[config.mk]
export PLATFORM = sky130hd
export DESIGN_NAME = hls_xfft2real_div_31s_16s_16_seq
export DESIGN_NICKNAME = d
export VERILOG_FILES = /design/src/rtl/hls_xfft2real_div_31s_16s_16_seq.sv
export SDC_FILE = /design/constraint.sdc
export NUM_CORES = 1
export LEC_CHECK = 0
export BUFFER_PORTS_ARGS = -buffer_cell sky130_fd_sc_hd__buf_2
export CAP_MARGIN = 20
export CORE_MARGIN = 2
export CORE_UTILIZATION = 55
export CTS_BUF_LIST = sky130_fd_sc_hd__clkbuf_16
export CTS_CLUSTER_SIZE = 8
export DETAILED_ROUTE_END_ITERATION = 10
export PLACE_DENSITY_LB_ADDON = 0.1
export SYNTH_ARGS = -nofsm -noshare
export SYNTH_HDL_FRONTEND = slang
export SYNTH_SLANG_ARGS = --single-unit
[constraint.sdc]
create_clock -name clk -period 6.5 [get_ports clk]
set_clock_uncertainty 0.2 [all_clocks]
set_input_delay 0.975 -clock clk [delete_from_list [all_inputs] [get_ports clk]]
set_output_delay 0.975 -clock clk [all_outputs]
set_load 0.01 [all_outputs]
[src/rtl/hls_xfft2real_div_31s_16s_16_seq.sv]
// Iterative restoring signed divider for the xfft2real stage: a 31-bit product-domain
// value divided by a 16-bit divisor, one quotient bit per enabled cycle, then a sign/saturation fix-up.
module hls_xfft2real_div_31s_16s_16_seq #(
    parameter logic [31:0] ID         = 32'd1,
    parameter int          DIVIDEND_W = 31,
    parameter int          DIVISOR_W  = 16,
    parameter int          QUOT_W     = 16
) (
    input  logic                        clk,
    input  logic                        reset_n,
    input  logic                        ce,
    input  logic                        start,
    input  logic signed [DIVIDEND_W-1:0] dividend,
    input  logic signed [DIVISOR_W-1:0]  divisor,
    output logic                        busy,
    output logic                        done,
    output logic signed [QUOT_W-1:0]     quot,
    output logic signed [DIVISOR_W-1:0]  rem,
    output logic                        div_by_zero,
    output logic                        overflow
);

    localparam int CNT_W = $clog2(DIVIDEND_W);

    localparam logic [QUOT_W-1:0]     QMAX     = {1'b0, {(QUOT_W-1){1'b1}}};
    localparam logic [QUOT_W-1:0]     QMIN     = {1'b1, {(QUOT_W-1){1'b0}}};
    localparam logic [DIVIDEND_W-1:0] QMAX_MAG = {{(DIVIDEND_W-QUOT_W){1'b0}}, QMAX};
    localparam logic [DIVIDEND_W-1:0] QMIN_MAG = {{(DIVIDEND_W-QUOT_W){1'b0}}, QMIN};

    typedef enum logic [1:0] {
        IDLE,
        CALC,
        FIX
    } state_e;

    state_e                  state_q, state_d;
    logic [CNT_W-1:0]        cnt_q, cnt_d;
    logic [DIVIDEND_W-1:0]   dq_q, dq_d;
    logic [DIVISOR_W:0]      prem_q, prem_d;
    logic [DIVISOR_W-1:0]    dvs_q, dvs_d;
    logic                    neg_dvd_q, neg_dvd_d;
    logic                    neg_quot_q, neg_quot_d;
    logic                    busy_q, busy_d;
    logic                    done_q, done_d;
    logic [QUOT_W-1:0]       quot_q, quot_d;
    logic [DIVISOR_W-1:0]    rem_q, rem_d;
    logic                    dbz_q, dbz_d;
    logic                    ovf_q, ovf_d;

    logic [DIVIDEND_W-1:0]   dvd_mag;
    logic [DIVISOR_W-1:0]    dvs_mag;
    logic [DIVISOR_W:0]      prem_shift;
    logic [DIVISOR_W:0]      prem_sub;
    logic                    q_bit;
    logic [QUOT_W-1:0]       q_lo;
    logic [DIVISOR_W-1:0]    rmag;
    logic [QUOT_W-1:0]       fix_quot;
    logic [DIVISOR_W-1:0]    fix_rem;
    logic                    fix_ovf;
    logic                    fix_dbz;

    // The stored partial remainder is always below |divisor|, so its top bit is never consumed.
    logic unused_bits;
    assign unused_bits = ^{ID, prem_q[DIVISOR_W]};

    always_comb begin
        dvd_mag = dividend[DIVIDEND_W-1] ? $unsigned(-dividend) : $unsigned(dividend);
        dvs_mag = divisor[DIVISOR_W-1]   ? $unsigned(-divisor)  : $unsigned(divisor);

        prem_shift = {prem_q[DIVISOR_W-1:0], dq_q[DIVIDEND_W-1]};
        prem_sub   = prem_shift - {1'b0, dvs_q};
        q_bit      = (prem_shift >= {1'b0, dvs_q});

        q_lo = dq_q[QUOT_W-1:0];
        rmag = prem_q[DIVISOR_W-1:0];

        // Sign restoration and saturation of the finished magnitudes.
        fix_ovf = 1'b0;
        fix_dbz = 1'b0;
        fix_rem = neg_dvd_q ? (-rmag) : rmag;
        if (dvs_q == '0) begin
            fix_quot = neg_dvd_q ? QMIN : QMAX;
            fix_rem  = '0;
            fix_dbz  = 1'b1;
        end else if (neg_quot_q) begin
            if (dq_q > QMIN_MAG) begin
                fix_quot = QMIN;
                fix_ovf  = 1'b1;
            end else begin
                fix_quot = -q_lo;
            end
        end else begin
            if (dq_q > QMAX_MAG) begin
                fix_quot = QMAX;
                fix_ovf  = 1'b1;
            end else begin
                fix_quot = q_lo;
            end
        end
    end

    always_comb begin
        state_d    = state_q;
        cnt_d      = cnt_q;
        dq_d       = dq_q;
        prem_d     = prem_q;
        dvs_d      = dvs_q;
        neg_dvd_d  = neg_dvd_q;
        neg_quot_d = neg_quot_q;
        busy_d     = busy_q;
        done_d     = 1'b0;
        quot_d     = quot_q;
        rem_d      = rem_q;
        dbz_d      = dbz_q;
        ovf_d      = ovf_q;

        case (state_q)
            IDLE: begin
                if (start) begin
                    dq_d       = dvd_mag;
                    prem_d     = '0;
                    dvs_d      = dvs_mag;
                    neg_dvd_d  = dividend[DIVIDEND_W-1];
                    neg_quot_d = dividend[DIVIDEND_W-1] ^ divisor[DIVISOR_W-1];
                    cnt_d      = CNT_W'(DIVIDEND_W - 1);
                    busy_d     = 1'b1;
                    state_d    = CALC;
                end
            end
            CALC: begin
                prem_d = q_bit ? prem_sub : prem_shift;
                dq_d   = {dq_q[DIVIDEND_W-2:0], q_bit};
                if (cnt_q == '0) begin
                    state_d = FIX;
                end else begin
                    cnt_d = cnt_q - CNT_W'(1);
                end
            end
            FIX: begin
                quot_d  = fix_quot;
                rem_d   = fix_rem;
                dbz_d   = fix_dbz;
                ovf_d   = fix_ovf;
                done_d  = 1'b1;
                busy_d  = 1'b0;
                state_d = IDLE;
            end
            default: begin
                state_d = IDLE;
                busy_d  = 1'b0;
            end
        endcase
    end

    // Every register update is gated by ce, so a done pulse stretches while ce is low.
    always_ff @(posedge clk or negedge reset_n) begin
        if (!reset_n) begin
            state_q    <= IDLE;
            cnt_q      <= '0;
            dq_q       <= '0;
            prem_q     <= '0;
            dvs_q      <= '0;
            neg_dvd_q  <= 1'b0;
            neg_quot_q <= 1'b0;
            busy_q     <= 1'b0;
            done_q     <= 1'b0;
            quot_q     <= '0;
            rem_q      <= '0;
            dbz_q      <= 1'b0;
            ovf_q      <= 1'b0;
        end else if (ce) begin
            state_q    <= state_d;
            cnt_q      <= cnt_d;
            dq_q       <= dq_d;
            prem_q     <= prem_d;
            dvs_q      <= dvs_d;
            neg_dvd_q  <= neg_dvd_d;
            neg_quot_q <= neg_quot_d;
            busy_q     <= busy_d;
            done_q     <= done_d;
            quot_q     <= quot_d;
            rem_q      <= rem_d;
            dbz_q      <= dbz_d;
            ovf_q      <= ovf_d;
        end
    end

    assign busy        = busy_q;
    assign done        = done_q;
    assign quot        = quot_q;
    assign rem         = rem_q;
    assign div_by_zero = dbz_q;
    assign overflow    = ovf_q;

endmodule
==> results of run 1 <==
## routing by layer
layer | wire, um | global-route usage (%) | vias up | part of all wire (%)
met2 | 7340 | 38.84 | 208 | 43
li1 | - | - | 3105 | -
met3 | 891 | 3.399 | 22 | 5.3
met1 | 8417 | 38.92 | 2999 | 50
met5 | 0 | 0 | - | 0
met4 | 273 | 8.784 | 0 | 1.6
## final cells by class
| cell class | instances | area (um^2) | area share (%) |
|---|---|---|---|
| timing repair buffer | 90 | 462.9 | 5.953 |
| tap | 172 | 215.2 | 2.767 |
| multi-input combinational | 634 | 3963 | 50.96 |
| sequential | 108 | 2703 | 34.75 |
| clock buffer | 9 | 225.2 | 2.896 |
| inverter | 44 | 165.2 | 2.124 |
| clock inverter | 6 | 42.54 | 0.5471 |
## how the worst max path moves through the flow
stage | startpoint | end | slack (ns) | cells after the start
final | ce | quot[4] | 2.70 | 8
after global routing | ce | quot[4] | 2.38 | 8
after CTS | ce | quot[4] | 2.76 | 8
after detailed placement | ce | quot[4] | 2.38 | 8
after global placement | ce | quot[7] | 2.53 | 7
after floorplan | dividend[9] | dq_q[27] | 2.86 | 7
## cell families after synthesis
group | Yosys count
buf+inv | 92
mux | 8
fa+ha+maj | 24
simple gates | 264
xor+xnor | 73
flops | 108
compound gates | 265
## placed cells by master, fill, tap and decap left out, types with 19 or more instances in the layout
cell type    n
o31ai_1     19
buf_2       85
inv_1       44
o21ai_0    117
xor2_1      48
a21oi_1     42
dfrtp_1    108
nand3_1     22
ha_1        23
nor2_1      45
xnor2_1     25
nand2_1    109
## through the flow
| stage | instances | total power [mW] | util (%) | instance area, um^2 |
|---|---|---|---|---|
| floorplan | 834 | 1.854 | - | 7013 |
| global placement | 1048 | 2.128 | 59.99 | 7508 |
| detailed placement | 1048 | 2.161 | 59.99 | 7508 |
| CTS | 1063 | 2.670 | 62.13 | 7776 |
| global route | 1063 | 2.885 | 62.13 | 7776 |
| finish | 1063 | 2.675 | 62.13 | 7776 |
## power by group through the flow
stage / registers (mW) / logic, mW / clock network, mW
6_report: 1.03 / 1.14 / 0.507
5_1_grt: 1.05 / 1.29 / 0.547
4_1_cts: 1.02 / 1.13 / 0.517
3_5_place_dp: 1.03 / 1.13 / 0
3_3_place_gp: 1.02 / 1.10 / 0
2_1_floorplan: 0.951 / 0.903 / 0
## critical path, cell delays in order
cell	delay, ns
buf_2	0.17
nor2b_1	0.23
and2_0	0.66
nand2_1	0.50
a2111o_1	0.78
nor4_1	0.27
o21ai_0	0.12
o311ai_0	0.12
## state kept, by name (all words and copies together) (netlist names)
name	cells
dq_q	31
quot	16
cnt_q	5
neg_dvd_q	1
neg_quot_q	1
busy	1
prem_q	16
div_by_zero	1
overflow	1
state_q	2
dvs_q	16
rem	16
done	1
==> results.md, run 1 <==
* Run status: finished, final reports clean
* Net Switching at between 1 and 1.5 mW
* Comb pwr share at a little over two fifths
* Total CTS buffers at 9
* #FFs+latches synth at ~110
* Most frequent cell after synthesis: o21ai_0
* Worst-path fanout max at 21
* Number of nets in the layout at approximately 960
* Synth Flop Type: dfrtp_1
* Clock power share at between 10% and 20%
* Cell count of the worst reg-to-reg path at 7
* Starting Density at 56.03%
* Final WL at 16.92 mm
* Die height at between 100 and 150 um
* Worst-Skew Late Latency at about 0.36 ns
* Mapped Cells at 834
* Ports at slightly below 90
* Final min period at approximately 3.8 ns
* Fin crit share at about 58%
* Final antenna-violating net count at 0
* Seq/Total Area, Yosys at between 30% and 40%
* Register-to-Register Setup Slack at between 2 and 3 ns
* Xor and xnor area share after synthesis at roughly 9.1%
* Worst Slack Setup Final at ~2.7 ns
* Postcts setup bufs at 0
* Synthesized area at between 7000 and 8000 um^2
* Sw frac at 41.89%
* Hold path cells at 2
* CTS sink count at about 110
* Die Wd at 116.9 um
* Drt drc at 0
* DP Worst Slack at roughly 2.4 ns
* Critical Path RT at 6.54 ns
* Internal power at 1.555 mW
* Reg2reg end: quot[4]
* Setup TNS Final at 0 ns
* DR vias at about 6300
* CTS resizes at 0
* Worst slew pin tran at 0.9248 ns
* P per Cell Area at 344.0 nW/um^2
* Row Count at 41
* Hold Path Sink: rem[6]
* Leakage at about 3.5 nW
* Clk root buf: clkbuf_16
* Core Region at 12520 um^2
* Pin count of the biggest net entering global routing at 65
* Critical Path Source Type: input pin
* Final setup viols at 0
* Syn nets at between 900 and 1000
* Max_cap viols at 0
* GRT Resource Usage Total at roughly a quarter
* Sequential Power Share at about two fifths
* Crit path DAT at 3.84 ns
* Clk buf depth at 2
* DR pass1 iterations at 5
* Vias in the first global route at between 5000 and 6000
* Largest area contributor in the netlist: dfrtp_1
* Area delta synth->final at 10.88%
* CTS tree: built
* Setup CP Type: in2reg
* Number of synthesized flops with an enable pin at 0
* Post-CTS Hold Fix Bufs at 0
* Initial antenna violation count at 0
* Min-delay worst type: reg2reg
* Main area contributors after synthesis: dfrtp_1, o21ai_0, xor2_1
* Pins Over Slew Limit at 0
* Synth Area in Adders at around 4.4%
* Synth warn at 0
* RSZ-0062 raised after global routing: no
* Diode count at 0
* Synth Area in Compound Gates at 23.43%
* Post-synth top cells: o21ai_0, nand2_1, dfrtp_1, xor2_1, nor2_1
* Register clock-pin slew on the reported worst setup and hold paths at around 0.07 ns
* RD Place Congestion at just under 0.9
* Mean Syn Cell Area at roughly 8.4 um^2
* Hold Vio Cnt, Final at 0
* H-tree depth at 3
* Die area at ~14000 um^2
* Post-synth top area share at between 30% and 40%
* Max IR drop VDD at about 0.00016 V
* WL/cell at about 16 um
* Largest family of logic cells by synthesized area: compound AO/OA/AOI/OAI gates
* Remaining global-route overflow at 0
* Async SR Flop Fraction at 100.0%
* Worst r2r src: state_q[0]
* Hold_sp: rem[6]
* Simple logic cell fraction of the synthesized area at roughly 18%
* Multiplexer share of the synthesized area at around 1.1%
* Global-route wire length before repair at 28.24 mm
* Relative slew slack at 38.20%
* Count of cell types in the netlist at 64
* # port buffers at between 80 and 90
* FILL cells at 1142
* DR iter-0 viols at 520
* Critical Path Sink Type: flip-flop
* Post-DP HPWL at roughly 13 mm
* Hold slack at ~0.28 ns
* Vias per inst at roughly 6
* Fraction of layout cells with a size suffix above 1 at about an eighth
* Achievable Freq at about 260 MHz
Power figures use the tool's default switching activity.
==> inputs of run 2 (changes only) <==
--- a/config.mk
+++ b/config.mk
@@ -8,7 +8,7 @@
 export BUFFER_PORTS_ARGS = -buffer_cell sky130_fd_sc_hd__buf_2
 export CAP_MARGIN = 20
 export CORE_MARGIN = 2
-export CORE_UTILIZATION = 55
+export CORE_UTILIZATION = 53
 export CTS_BUF_LIST = sky130_fd_sc_hd__clkbuf_16
 export CTS_CLUSTER_SIZE = 8
 export DETAILED_ROUTE_END_ITERATION = 10
==> constraint.sdc (replaced) <==
create_clock -name clk -period 3.3 [get_ports clk]
set_clock_uncertainty 0.2 [all_clocks]
set_input_delay 0.495 -clock clk [delete_from_list [all_inputs] [get_ports clk]]
set_output_delay 0.495 -clock clk [all_outputs]
set_load 0.01 [all_outputs]
==> run 2 against run 1 <==
- first-iteration DRC count is 21% lower
- clock power is 96% higher
- worst hold slack worse by 0.033 ns
- count of clock-buffer cells in the layout stayed put
- register-to-register slack worse by 2.8 ns
- die area is 3.6% higher
- cell count is 3.5% higher
- global-route usage is 0.082 points lower
- combinational power is 120% higher
- design area is 3.7% higher
- utilization is 0.49 points lower
- via count is 1.8% higher
- critical endpoint is now quot[3]
==> results.md, run 2 (same netlist as run 1, synthesis figures left out) <==
* Run status: finished, final reports clean
* CTS sink count at 108
* Crit path cell chain: inv_1 -> ha_1 -> or4b_4 -> or4_4 -> or2_1 -> a2111o_2 -> nor4_1 -> o21ai_0 -> o311ai_0
* Worst-path fanout max at 6
* Hold Vio Cnt, Final at 0
* Most common cell after layout, fill and taps aside: o21ai_0
* RD Place Congestion at between 0.9 and 1
* Max reg flops at 31
* Internal power at around 3.2 mW
* Die Wd at around 120 um
* Most frequent cells in the layout: o21ai_0, nand2_1, dfrtp_1
* CTS tree: built
* Leakage at ~3.6 nW
* Worst slew pin tran at ~0.69 ns
* Critical Path Sink Type: flip-flop
* Fraction of layout cells with a size suffix above 1 at between 15 and 20%
* Comb pwr share at between 40 and 50%
* Achievable Freq at between 300 and 400 MHz
* # port buffers at 86
* GRT Resource Usage Total at 25.85%
* Placed cell areas at ~7800 um^2
* Ports at 87
* Register-to-Register Setup Slack at approximately 0.11 ns
* Sequential Power Share at between 30% and 40%
* Finished Core Util at between 60% and 70%
* WL/cell at around 16 um
* Core Region at around 13000 um^2
* Clk root buf: clkbuf_16
* Crit path buf inv count at 1
* Remaining global-route overflow at 0
* Net Switching at around 2.3 mW
* H-tree depth at 3
* CP max stage cell: a2111o_2
* Post-DP HPWL at roughly 13 mm
* Crit path DAT at between 3 and 4 ns
* Hold slack at approximately 0.24 ns
* Die area at 14170 um^2
* Min-delay worst type: in2reg
* Fin crit share at a little over nine tenths
* Diode count at 0
* RSZ-0062 raised after global routing: no
* Pin count of the biggest net entering global routing at 56
* Max IR drop VDD at ~0.00041 V
* Number of nets in the layout at between 900 and 1000
* Cell area after layout at between 8000 and 9000 um^2
* CP delay by family, top: simple AND/OR/NAND/NOR gates
* Max_cap viols at 0
* Vias in the first global route at 6067
* Setup CP Type: reg2reg
* Top reg by flops: dq_q
* Reg area at roughly 2700 um^2
* Relative slew slack at a little over half
* Pins Over Slew Limit at 0
* Multi-input gate area at between 3000 and 4000 um^2
* Final antenna-violating net count at 0
* Initial antenna violation count at 0
* Clk buf depth at 2
* Sw frac at between 40% and 50%
* P per Cell Area at slightly below 700 nW/um^2
* Clock power share at 18.3%
* Starting Density at a little over half
* DR pass1 iterations at 5
* Vias per inst at 5.864
* Critical Path RT at roughly 3.3 ns
* Critical path's largest stage delay at roughly 0.52 ns
* DR iter-0 viols at 411
* Die height at 119.0 um
* Final min period at roughly 3.2 ns
* Final WL at approximately 18 mm
* Total CTS buffers at 9
* Register clock-pin slew on the reported worst setup and hold paths at ~0.07 ns
* Worst-Skew Late Latency at between 0.3 and 0.4 ns
* Global-route wire length before repair at approximately 30 mm
* Row Count at 42
* Final setup viols at 0
* Drt drc at 0
* DR vias at ~6500
* Critical Path Source Type: flip-flop
* FILL cells at around 1200
* Area delta synth->final at 15.00%
* Tot Pwr at ~5.5 mW
-- run 2: worst paths after layout --
| kind | start | to | cells after the start |
|---|---|---|---|
| min in group asynchronous | reset_n | quot[5] | 2 |
| max in group asynchronous | reset_n | dvs_q[9] | 3 |
| hold / removal | divisor[0] | dvs_q[0] | 3 |
| setup reg to reg | dq_q[0] | quot[3] | 9 |
| setup / recovery | dq_q[0] | quot[3] | 9 |
| hold reg to reg | rem[6] | rem[6] | 2 |
-- run 2: tightest hold or removal path, delay by kind of cell --
kind,cells,cell delay (ns)
AO/OA/AOI/OAI,1,0.08
buffers and inverters,2,0.17
-- run 2: layout make-up --
class,count,share of cell area [%]
multi-input combinational,636,49.43
sequential,108,33.51
timing repair buffer,121,8.967
clock buffer,9,2.792
tap,176,2.730
inverter,44,2.048
clock inverter,6,0.5275
-- run 2: what timing repair did --
action | 4_1_cts | 5_1_grt
endpoints found under the hold margin | 1 | 0
pin swaps | 0 | 1
hold buffers | 1 | 0
gates resized for setup | 1 | 0
gates cloned | 0 | 2
setup buffers | 0 | 0
setup endpoints to repair | 1 | 8
-- run 2: layer usage --
| layer | routed length [um] | part of all wire [%] | GRT usage (%) |
|---|---|---|---|
| met1 | 8675 | 49 | 38.27 |
| met2 | 7848 | 44 | 39.62 |
| met3 | 969 | 5.5 | 3.305 |
| met4 | 229 | 1.3 | 7.813 |
| met5 | 0 | 0 | 0 |
-- run 2: power by group through the flow --
stage / registers [mW] / logic (mW) / clock network [mW]
final: 1.96 / 2.50 / 0.996
after CTS: 1.95 / 2.48 / 1.02
after global routing: 2.01 / 2.81 / 1.08
after global placement: 1.96 / 2.41 / 0
after detailed placement: 1.97 / 2.46 / 0
after floorplan: 1.87 / 1.78 / 0
-- run 2: per-stage QoR --
step / setup TNS [ns] / worst slack (ns) / cells
floorplan: 0 / 0.1415 / 834
global placement: 0 / 0.009175 / 1082
detailed placement: -0.009278 / -0.009278 / 1082
CTS: 0 / 0.06271 / 1098
global route: 0 / 0.02330 / 1100
finish: 0 / 0.1077 / 1100
